===== config.mk =====
export PLATFORM = sky130hd
export DESIGN_NAME = seq_pattern_gen
export DESIGN_NICKNAME = d
export VERILOG_FILES = /design/src/rtl/seq_gen_pkg.sv /design/src/rtl/seq_cmd_fifo.sv /design/src/rtl/seq_pattern_gen.sv
export SDC_FILE = /design/constraint.sdc
export NUM_CORES = 1
export LEC_CHECK = 0
export ABC_AREA = 1
export BUFFER_PORTS_ARGS = -buffer_cell sky130_fd_sc_hd__buf_2
export CORE_ASPECT_RATIO = 1.75
export CORE_MARGIN = 2
export CORE_UTILIZATION = 45
export DETAILED_ROUTE_END_ITERATION = 6
export PLACE_DENSITY = 0.61
export SKIP_CTS_REPAIR_TIMING = 1
export SLEW_MARGIN = 30
export SYNTH_ARGS = -nofsm -noshare
export SYNTH_HDL_FRONTEND = slang
export SYNTH_HIERARCHICAL = 1
export SYNTH_SLANG_ARGS = --single-unit

===== constraint.sdc =====
create_clock -name clk -period 1.99 [get_ports clk]
set_input_delay 0.2985 -clock clk [delete_from_list [all_inputs] [get_ports clk]]
set_output_delay 0.2985 -clock clk [all_outputs]
set_load 0.02 [all_outputs]

===== src/rtl/seq_gen_pkg.sv =====
// seq_gen_pkg: shared FSM state, default sizes and command layout for seq_pattern_gen.
package seq_gen_pkg;
    localparam int DEF_LEN_W      = 4;
    localparam int DEF_FIFO_DEPTH = 4;
    typedef enum logic {IDLE, RUN} state_t;
    typedef struct packed {
        logic                 val;
        logic [DEF_LEN_W-1:0] len;
    } cmd_t;
endpackage


===== src/rtl/seq_cmd_fifo.sv =====
// seq_cmd_fifo: synchronous command FIFO; extra pointer MSB tells full from empty.
module seq_cmd_fifo #(
    parameter int W     = 5,
    parameter int DEPTH = 4
) (
    input  logic         clk,
    input  logic         rst,
    input  logic         push,
    input  logic         pop,
    input  logic [W-1:0] wdata,
    output logic [W-1:0] rdata,
    output logic         full,
    output logic         empty
);
    localparam int AW = $clog2(DEPTH);
    localparam logic [AW:0] PTR_ONE = (AW+1)'(1);
    logic [AW:0]  wptr_q, rptr_q;
    logic [W-1:0] mem_q [DEPTH];
    logic         wr, rd;
    assign full  = (wptr_q[AW] != rptr_q[AW]) && (wptr_q[AW-1:0] == rptr_q[AW-1:0]);
    assign empty = wptr_q == rptr_q;
    assign rdata = mem_q[rptr_q[AW-1:0]];
    assign wr    = push && !full;
    assign rd    = pop && !empty;
    always_ff @(posedge clk or negedge rst) begin
        if (!rst) begin
            wptr_q <= '0;
            rptr_q <= '0;
        end else begin
            wptr_q <= wr ? wptr_q + PTR_ONE : wptr_q;
            rptr_q <= rd ? rptr_q + PTR_ONE : rptr_q;
        end
    end
    always_ff @(posedge clk) begin
        if (wr) mem_q[wptr_q[AW-1:0]] <= wdata;
    end
endmodule


===== src/rtl/seq_pattern_gen.sv =====
// seq_pattern_gen: serialises queued {bit, run length} commands onto w, one bit per clock.
// Define SEQ_GEN_CHECK_EN to add the z_exp golden-model output for the sequence detector.
module seq_pattern_gen
    import seq_gen_pkg::*;
#(
    parameter int LEN_W      = DEF_LEN_W,
    parameter int FIFO_DEPTH = DEF_FIFO_DEPTH,
    parameter bit IDLE_BIT   = 1'b0
) (
    input  logic             clk,
    input  logic             rst,
    input  logic             cmd_valid,
    output logic             cmd_ready,
    input  logic             cmd_bit,
    input  logic [LEN_W-1:0] cmd_len,
    output logic             w,
    output logic             w_valid,
    output logic             run_done,
    output logic             busy
`ifdef SEQ_GEN_CHECK_EN
    ,
    output logic             z_exp
`endif
);
    localparam logic [LEN_W:0] CNT_ONE = (LEN_W+1)'(1);
    localparam logic [LEN_W:0] CNT_TWO = (LEN_W+1)'(2);
    state_t           state_q;
    logic [LEN_W:0]   cnt_q;
    logic             w_q, w_valid_q, run_done_q;
    logic             full, empty, push, pop;
    logic [LEN_W:0]   head_data, load_len;
    logic             head_bit;
    logic [LEN_W-1:0] head_len;
    seq_cmd_fifo #(.W(LEN_W + 1), .DEPTH(FIFO_DEPTH)) u_fifo (
        .clk   (clk),
        .rst   (rst),
        .push  (push),
        .pop   (pop),
        .wdata ({cmd_bit, cmd_len}),
        .rdata (head_data),
        .full  (full),
        .empty (empty)
    );
    assign cmd_ready = !full;
    assign push      = cmd_valid && cmd_ready;
    assign head_bit  = head_data[LEN_W];
    assign head_len  = head_data[LEN_W-1:0];
    // A zero length sets only the extra MSB, i.e. 2**LEN_W.
    assign load_len  = {head_len == '0, head_len};
    assign pop       = !empty && (state_q == IDLE || cnt_q == CNT_ONE);
    always_ff @(posedge clk or negedge rst) begin
        if (!rst) begin
            state_q    <= IDLE;
            cnt_q      <= '0;
            w_q        <= IDLE_BIT;
            w_valid_q  <= 1'b0;
            run_done_q <= 1'b0;
        end else if (pop) begin
            state_q    <= RUN;
            cnt_q      <= load_len;
            w_q        <= head_bit;
            w_valid_q  <= 1'b1;
            run_done_q <= load_len == CNT_ONE;
        end else if (state_q == RUN && cnt_q != CNT_ONE) begin
            cnt_q      <= cnt_q - CNT_ONE;
            run_done_q <= cnt_q == CNT_TWO;
        end else begin
            state_q    <= IDLE;
            cnt_q      <= '0;
            w_q        <= IDLE_BIT;
            w_valid_q  <= 1'b0;
            run_done_q <= 1'b0;
        end
    end
    assign w        = w_q;
    assign w_valid  = w_valid_q;
    assign run_done = run_done_q;
    assign busy     = state_q == RUN || !empty;
`ifdef SEQ_GEN_CHECK_EN
    logic [3:0] hist_q;
    logic [2:0] fill_q;
    always_ff @(posedge clk or negedge rst) begin
        if (!rst) begin
            hist_q <= '0;
            fill_q <= '0;
        end else begin
            hist_q <= {hist_q[2:0], w_q};
            fill_q <= (fill_q == 3'd4) ? fill_q : fill_q + 3'd1;
        end
    end
    assign z_exp = w_q && fill_q == 3'd4 && (hist_q == 4'h0 || hist_q == 4'hF);
`endif
endmodule

# --- Word-level counts from Yosys, hierarchy flattened ---
# Memory sizes are Yosys's and may differ from the RTL's.
# Cells that the tools add are included.
# Widths: inputs -> output; s select.
classes:
  addsub: 3
  n_eq_ne: 8
  n_mux: 9
  bitwise: 1
  reduce_logical: 11
op_table:
  columns: ["op", "count"]
  rows:
  - ["$eq 5x1->1 const B", 2]
  - ["$mux 5", 2]
  - ["$mux 1", 7]
  - ["$add 3x1->3 const B", 2]
  - ["$logic_and 1x1->1", 6]
  - ["$eq 5x2->1 const B", 1]
  - ["$ne 5x1->1 const B", 1]
  - ["$sub 5x1->5 const B", 1]
  - ["$logic_not 4->1", 1]
  - ["$eq 3x3->1", 1]
  - ["$eq 2x2->1", 1]
  - ["$logic_not 1->1", 2]
  - ["$logic_or 1x1->1", 2]
  - ["$ne 2x1->1 const B", 1]
  - ["$ne 1x1->1", 1]
  - ["$not 1->1", 1]
word_totals:
  regBits: 14
  ramBits: 20
  inputBits: 8
  output_inout_bits: 5
  wordCells: 39
  n_memories: 1
memory_table:
  columns: ["memory", "words", "word_bits", "read_ports", "rd_clocked_by_memory_dff", "wr", "line_no", "text"]
  rows:
  - ["u_fifo.mem_q", 4, 5, 1, 0, 1, "seq_cmd_fifo.sv:18", "logic [W-1:0] mem_q [DEPTH];"]

# --- Longest topological paths before layout ---
logic_depth:
  ltp_word: 7
  depth_mapped: 11
  mapped_depth_nobuf: 11

# --- Modules after synthesis ---
# The synthesis kept the hierarchy.
modules_own_cells:
  columns: ["module", "n_inst", "cells_per_inst", "area_each_um2", "seq_area_each_um2"]
  rows:
  - ["seq_cmd_fifo", 1, 109, 1191.1, 750.7]
  - ["seq_pattern_gen", 1, 66, 499.2, 200.2]

# --- Worst setup path before layout ---
# No wires, ideal clock.
synth_path:
  path_type: "reg2reg"
  from: "register u_fifo.wptr_q[0]"
  to: "memory u_fifo.mem_q[0][0], enable pin"
  setup_ns: 0.339
  arrival_time_ns: 1.427
  required_time_ns: 1.651
  setup_slack_ns: 0.223
  path_stages_with_launch: 9
  n_path_buf: 0
  period_less_slack_ns: 1.767
  cell_sequence: "dfrtp_1 inv_1 nand2_1 nand2_1 nand3_4 inv_1 nor2_1 nand2_4 nor2_1"
synth_via:
  elab_chain_cells: 7
synth_rtl:
  columns: ["element", "line_no", "text"]
  rows:
  - ["start, declared", "seq_cmd_fifo.sv:17", "logic [AW:0] wptr_q, rptr_q;"]
  - ["start signal, assigned", "seq_cmd_fifo.sv:30", "wptr_q <= wr ? wptr_q + PTR_ONE : wptr_q;"]
  - ["$eq 2x2->1", "seq_cmd_fifo.sv:20", "assign full = (wptr_q[AW] != rptr_q[AW]) && (wptr_q[AW-1:0] == rptr_q[AW-1:0]);"]
  - ["$logic_and 1x1->1", "seq_cmd_fifo.sv:20", null]
  - ["named net full", "seq_pattern_gen.sv:30", "logic full, empty, push, pop;"]
  - ["$logic_not 1->1", "seq_pattern_gen.sv:44", "assign cmd_ready = !full;"]
  - ["$logic_and 1x1->1", "seq_pattern_gen.sv:45", "assign push = cmd_valid && cmd_ready;"]
  - ["named net push", "seq_pattern_gen.sv:30", null]
  - ["$logic_and 1x1->1", "seq_cmd_fifo.sv:23", "assign wr = push && !full;"]
  - ["$mux 1", "seq_cmd_fifo.sv:35", "if (wr) mem_q[wptr_q[AW-1:0]] <= wdata;"]
  - ["$mux 1 (not written as such)", "seq_cmd_fifo.sv:35", null]
  - ["end, declared", "seq_cmd_fifo.sv:18", null]
# The timed path passes the listed nets, and every way through them passes these cells.

# --- Worst setup path in the final report ---
layout_path:
  from: "register u_fifo.wptr_q[0]"
  to: "output port busy"
layout_via:
  elab_chain_cells: 3
layout_rtl:
  columns: ["element", "line_no", "text"]
  rows:
  - ["$eq 3x3->1", "seq_cmd_fifo.sv:21", "assign empty = wptr_q == rptr_q;"]
  - ["named net empty", "seq_pattern_gen.sv:30", null]
  - ["$logic_not 1->1", "seq_pattern_gen.sv:78", "assign busy = state_q == RUN || !empty;"]
  - ["$logic_or 1x1->1", "seq_pattern_gen.sv:78", null]
  - ["end, declared", "seq_pattern_gen.sv:19", "output logic busy"]
# The timed path passes the listed nets, and every way through them passes these cells.

==> metrics.csv <==
stage,metric,value,unit
logic_synthesis,"flops & latches, synth",34,
hold_path,WHS Path Cells,1,
logic_synthesis,"Cell Area, Synth",0.00169,mm^2
setup_path,Crit Reg-Reg Startpoint,u_fifo/wptr_q[0],
sta,Setup Skew,0.00480,ns
cts,"Clk pin slew, worst setup/hold paths",0.07,ns
logic_synthesis,synthesized netlist cell count,175,
cts,CTS Sinks,34,
sta,unrepaired setup endpoints after global routing,no,
sta,"Slew Viols, Final",0,
logic_synthesis,count of cell types in the netlist,19,
setup_path,worst path required time,1.69,ns
setup_path,CP Max Fanout,5,
placed_design,Port Buf Inserts,12,
sta,Setup TNS,0,ns
logic_synthesis,Post-synth EDFFs,20,
grt,first-pass GRT wire length,5370,um
finish,ANT cells,0,
cts,CTS Buffer Depth,2,
setup_path,crit path kind,reg -> out,
logic_synthesis,Post-synth ARST share,0.412,
routing,number of detailed-route iterations in the first pass,4,
floorplan,CORE AREA,0.00363,mm^2
routing,DRC errors left,0,
floorplan,Die X,50.3,um
setup_path,crit end category,primary output,
routing,Detail Route Antenna Nets,0,
floorplan,initial core utilization,0.466,
cts,CTS Root Cell,clkbuf_8,
sta,max frequency,0.540,GHz
sta,Setup-failing EPs final,0,
finish,fin util,0.544,
finish,Filler cells,332,
logic_synthesis,synth warn,6,
cts,TritonCTS Buffers,5,
floorplan,die area,0.00428,mm^2
cts,clk_lat worst skew,0.28,ns
sta,max_slew headroom,0.781,
pwr,worst-case vdd ir drop,0.793,mV
routing,DR vias/cell,4.92,
sta,final hold vios,0,
pwr,Leak,0.919,nW
finish,fin nets,212,
logic_synthesis,Synth Net Count,191,
setup_path,Critical Path AT,1.55,ns
placed_design,HPWL after DPL,2550,um
hold_path,Worst Hold Class,in -> reg,
logic_synthesis,main flop type after synthesis,edfxtp_1,
placed_design,final RePlAce weighted congestion,0.829,
pwr,PwrDens,1570,mW/mm^2
setup_path,Worst Setup Start Kind,flop,
grt,vias in the first global route,1232,
logic_synthesis,sequential cell area fraction in the yosys report,0.563,
setup_path,reg2reg path depth,10,
routing,Via Count,1195,
finish,layout cells sized above 1,0.188,
finish,area delta synth->final,16.7,%
sta,Slew @ Worst Pin,0.328,ns
routing,Wirelength per Cell,13.2,um
sta,Final Critical Period,1.85,ns
grt,global route overflow,0,
finish,area taken by multi-input logic gates,649,um^2
grt,initial antenna violation count,0,
hold_path,hold wc startpoint,cmd_len[3],
floorplan,Top Ports,13,
cts,TritonCTS clock tree,built,
hold_path,Hold Path End,u_fifo/mem_q[3][3],
cts,total number of H-tree levels,2,
grt,Overall Global Routing Usage,0.171,
logic_synthesis,Syn Area/Cell,9.66,um^2
run_status,status,"finished, final reports clean",
flow_run,Max-Cap Viols,0,
setup_path,"reg-to-reg slack, setup",0.20,ns
grt,largest net degree at the start of global routing,15,
setup_path,FF-to-FF End,u_fifo/mem_q[3][4],
floorplan,Std-Cell Rows,29,
floorplan,Die H,85.1,um
sta,period utilisation layout,0.931,
routing,initial DRC count,24,
routing,WL final,3220,um
finish,FF/Latch Area,951,um^2
-- area by class of cell --
class                   count  area share
inverters                  24      0.0457
well taps                  46      0.0292
clock buffers               5      0.0349
repair buffers             16      0.0469
clock inverters             3      0.0323
multi-input cells         115       0.329
flip-flops and latches     34       0.482
-- cells in the final DEF, fill, tap and decap left out --
cell type	n
buf_4	3
bufinv_16	2
nor2_4	2
nand3b_1	1
o21ai_0	10
dfrtp_1	14
ha_1	8
xnor2_2	1
inv_1	24
nand2_1	42
edfxtp_1	20
nand2_4	1
nand3_1	17
nor2_2	4
nand3_4	1
clkinv_1	1
xor2_1	2
a21oi_4	1
nor2_1	15
buf_2	12
nand3_2	1
o22ai_1	5
clkbuf_8	5
dlygate4sd3_1	1
nand2_2	4
-- logic make-up after synthesis --
family / count (synthesis) / synth area share
and+or+nand+nor: 88 / 0.241
AOI/OAI and AO/OA: 16 / 0.0577
DFF: 34 / 0.563
buffers and inverters: 26 / 0.0592
adders and majority gates: 8 / 0.0592
xor gates and xnor gates: 3 / 0.0200
-- how the worst max path moves through the flow --
stage	from	end	slack (ns)	cells past startpoint
floorplan	u_fifo/wptr_q[0]	u_fifo/mem_q[0][0]	0.22	8
global placement	u_fifo/wptr_q[0]	u_fifo/mem_q[1][3]	0.14	8
detailed placement	u_fifo/wptr_q[0]	u_fifo/mem_q[1][4]	0.02	8
CTS	u_fifo/wptr_q[0]	u_fifo/mem_q[1][4]	0.01	8
global route	u_fifo/rptr_q[1]	busy	0.01	5
finish	u_fifo/wptr_q[0]	busy	0.14	7
-- registers in the layout, summed over array words and instances (netlist names) --
signal,flops
cnt_q,5
u_fifo/wptr_q,3
u_fifo/mem_q,20
w,1
w_valid,1
u_fifo/rptr_q,3
run_done,1
-- worst max-delay path, stage by stage (launching register included) --
cell and delay (ns):
dfrtp_1 0.43, inv_1 0.13, nand2_1 0.07, nand2_1 0.14, nand3_2 0.15, inv_1 0.14, nand2_1 0.06, buf_2 0.15
-- power by group --
part           switching [W]  internal (W)
sequential          0.000172      0.000976
combinational       0.000793      0.000430
clock               0.000233      0.000495
-- synthesized netlist by cell type, types with 2 or more instances --
cell type	number	area (um^2)
buf_2	2	10.0
dfrtp_1	14	350
edfxtp_1	20	601
ha_1	8	100
inv_1	24	90.1
nand2_1	42	158
nand2_2	4	25.0
nand3_1	17	85.1
nor2_1	19	71.3
nor2_4	2	22.5
o21ai_0	10	50.1
o22ai_1	5	31.3
xor2_1	2	17.5
-- per-layer routing --
metal,track usage,vias up,share of wire
met5,0,-,0
met1,0.166,544,0.35
li1,-,605,-
met3,0.0475,11,0.040
met4,0.0934,0,0.027
met2,0.315,35,0.58
-- stage by stage --
stage / total power (W) / worst slack [ns] / std cells / instance area (um^2) / hold slack, ns
after floorplan: 0.00205 / 0.223 / 175 / 1690 / 0.00291
after global placement: 0.00233 / 0.142 / 234 / 1820 / 0.220
after detailed placement: 0.00237 / 0.0192 / 234 / 1820 / 0.218
after CTS: 0.00311 / 0.0143 / 242 / 1950 / -0.0890
after global routing: 0.00336 / 0.0114 / 243 / 1970 / 0.233
final: 0.00310 / 0.137 / 243 / 1970 / 0.235
No activity file was read; power rests on OpenSTA's default activity.
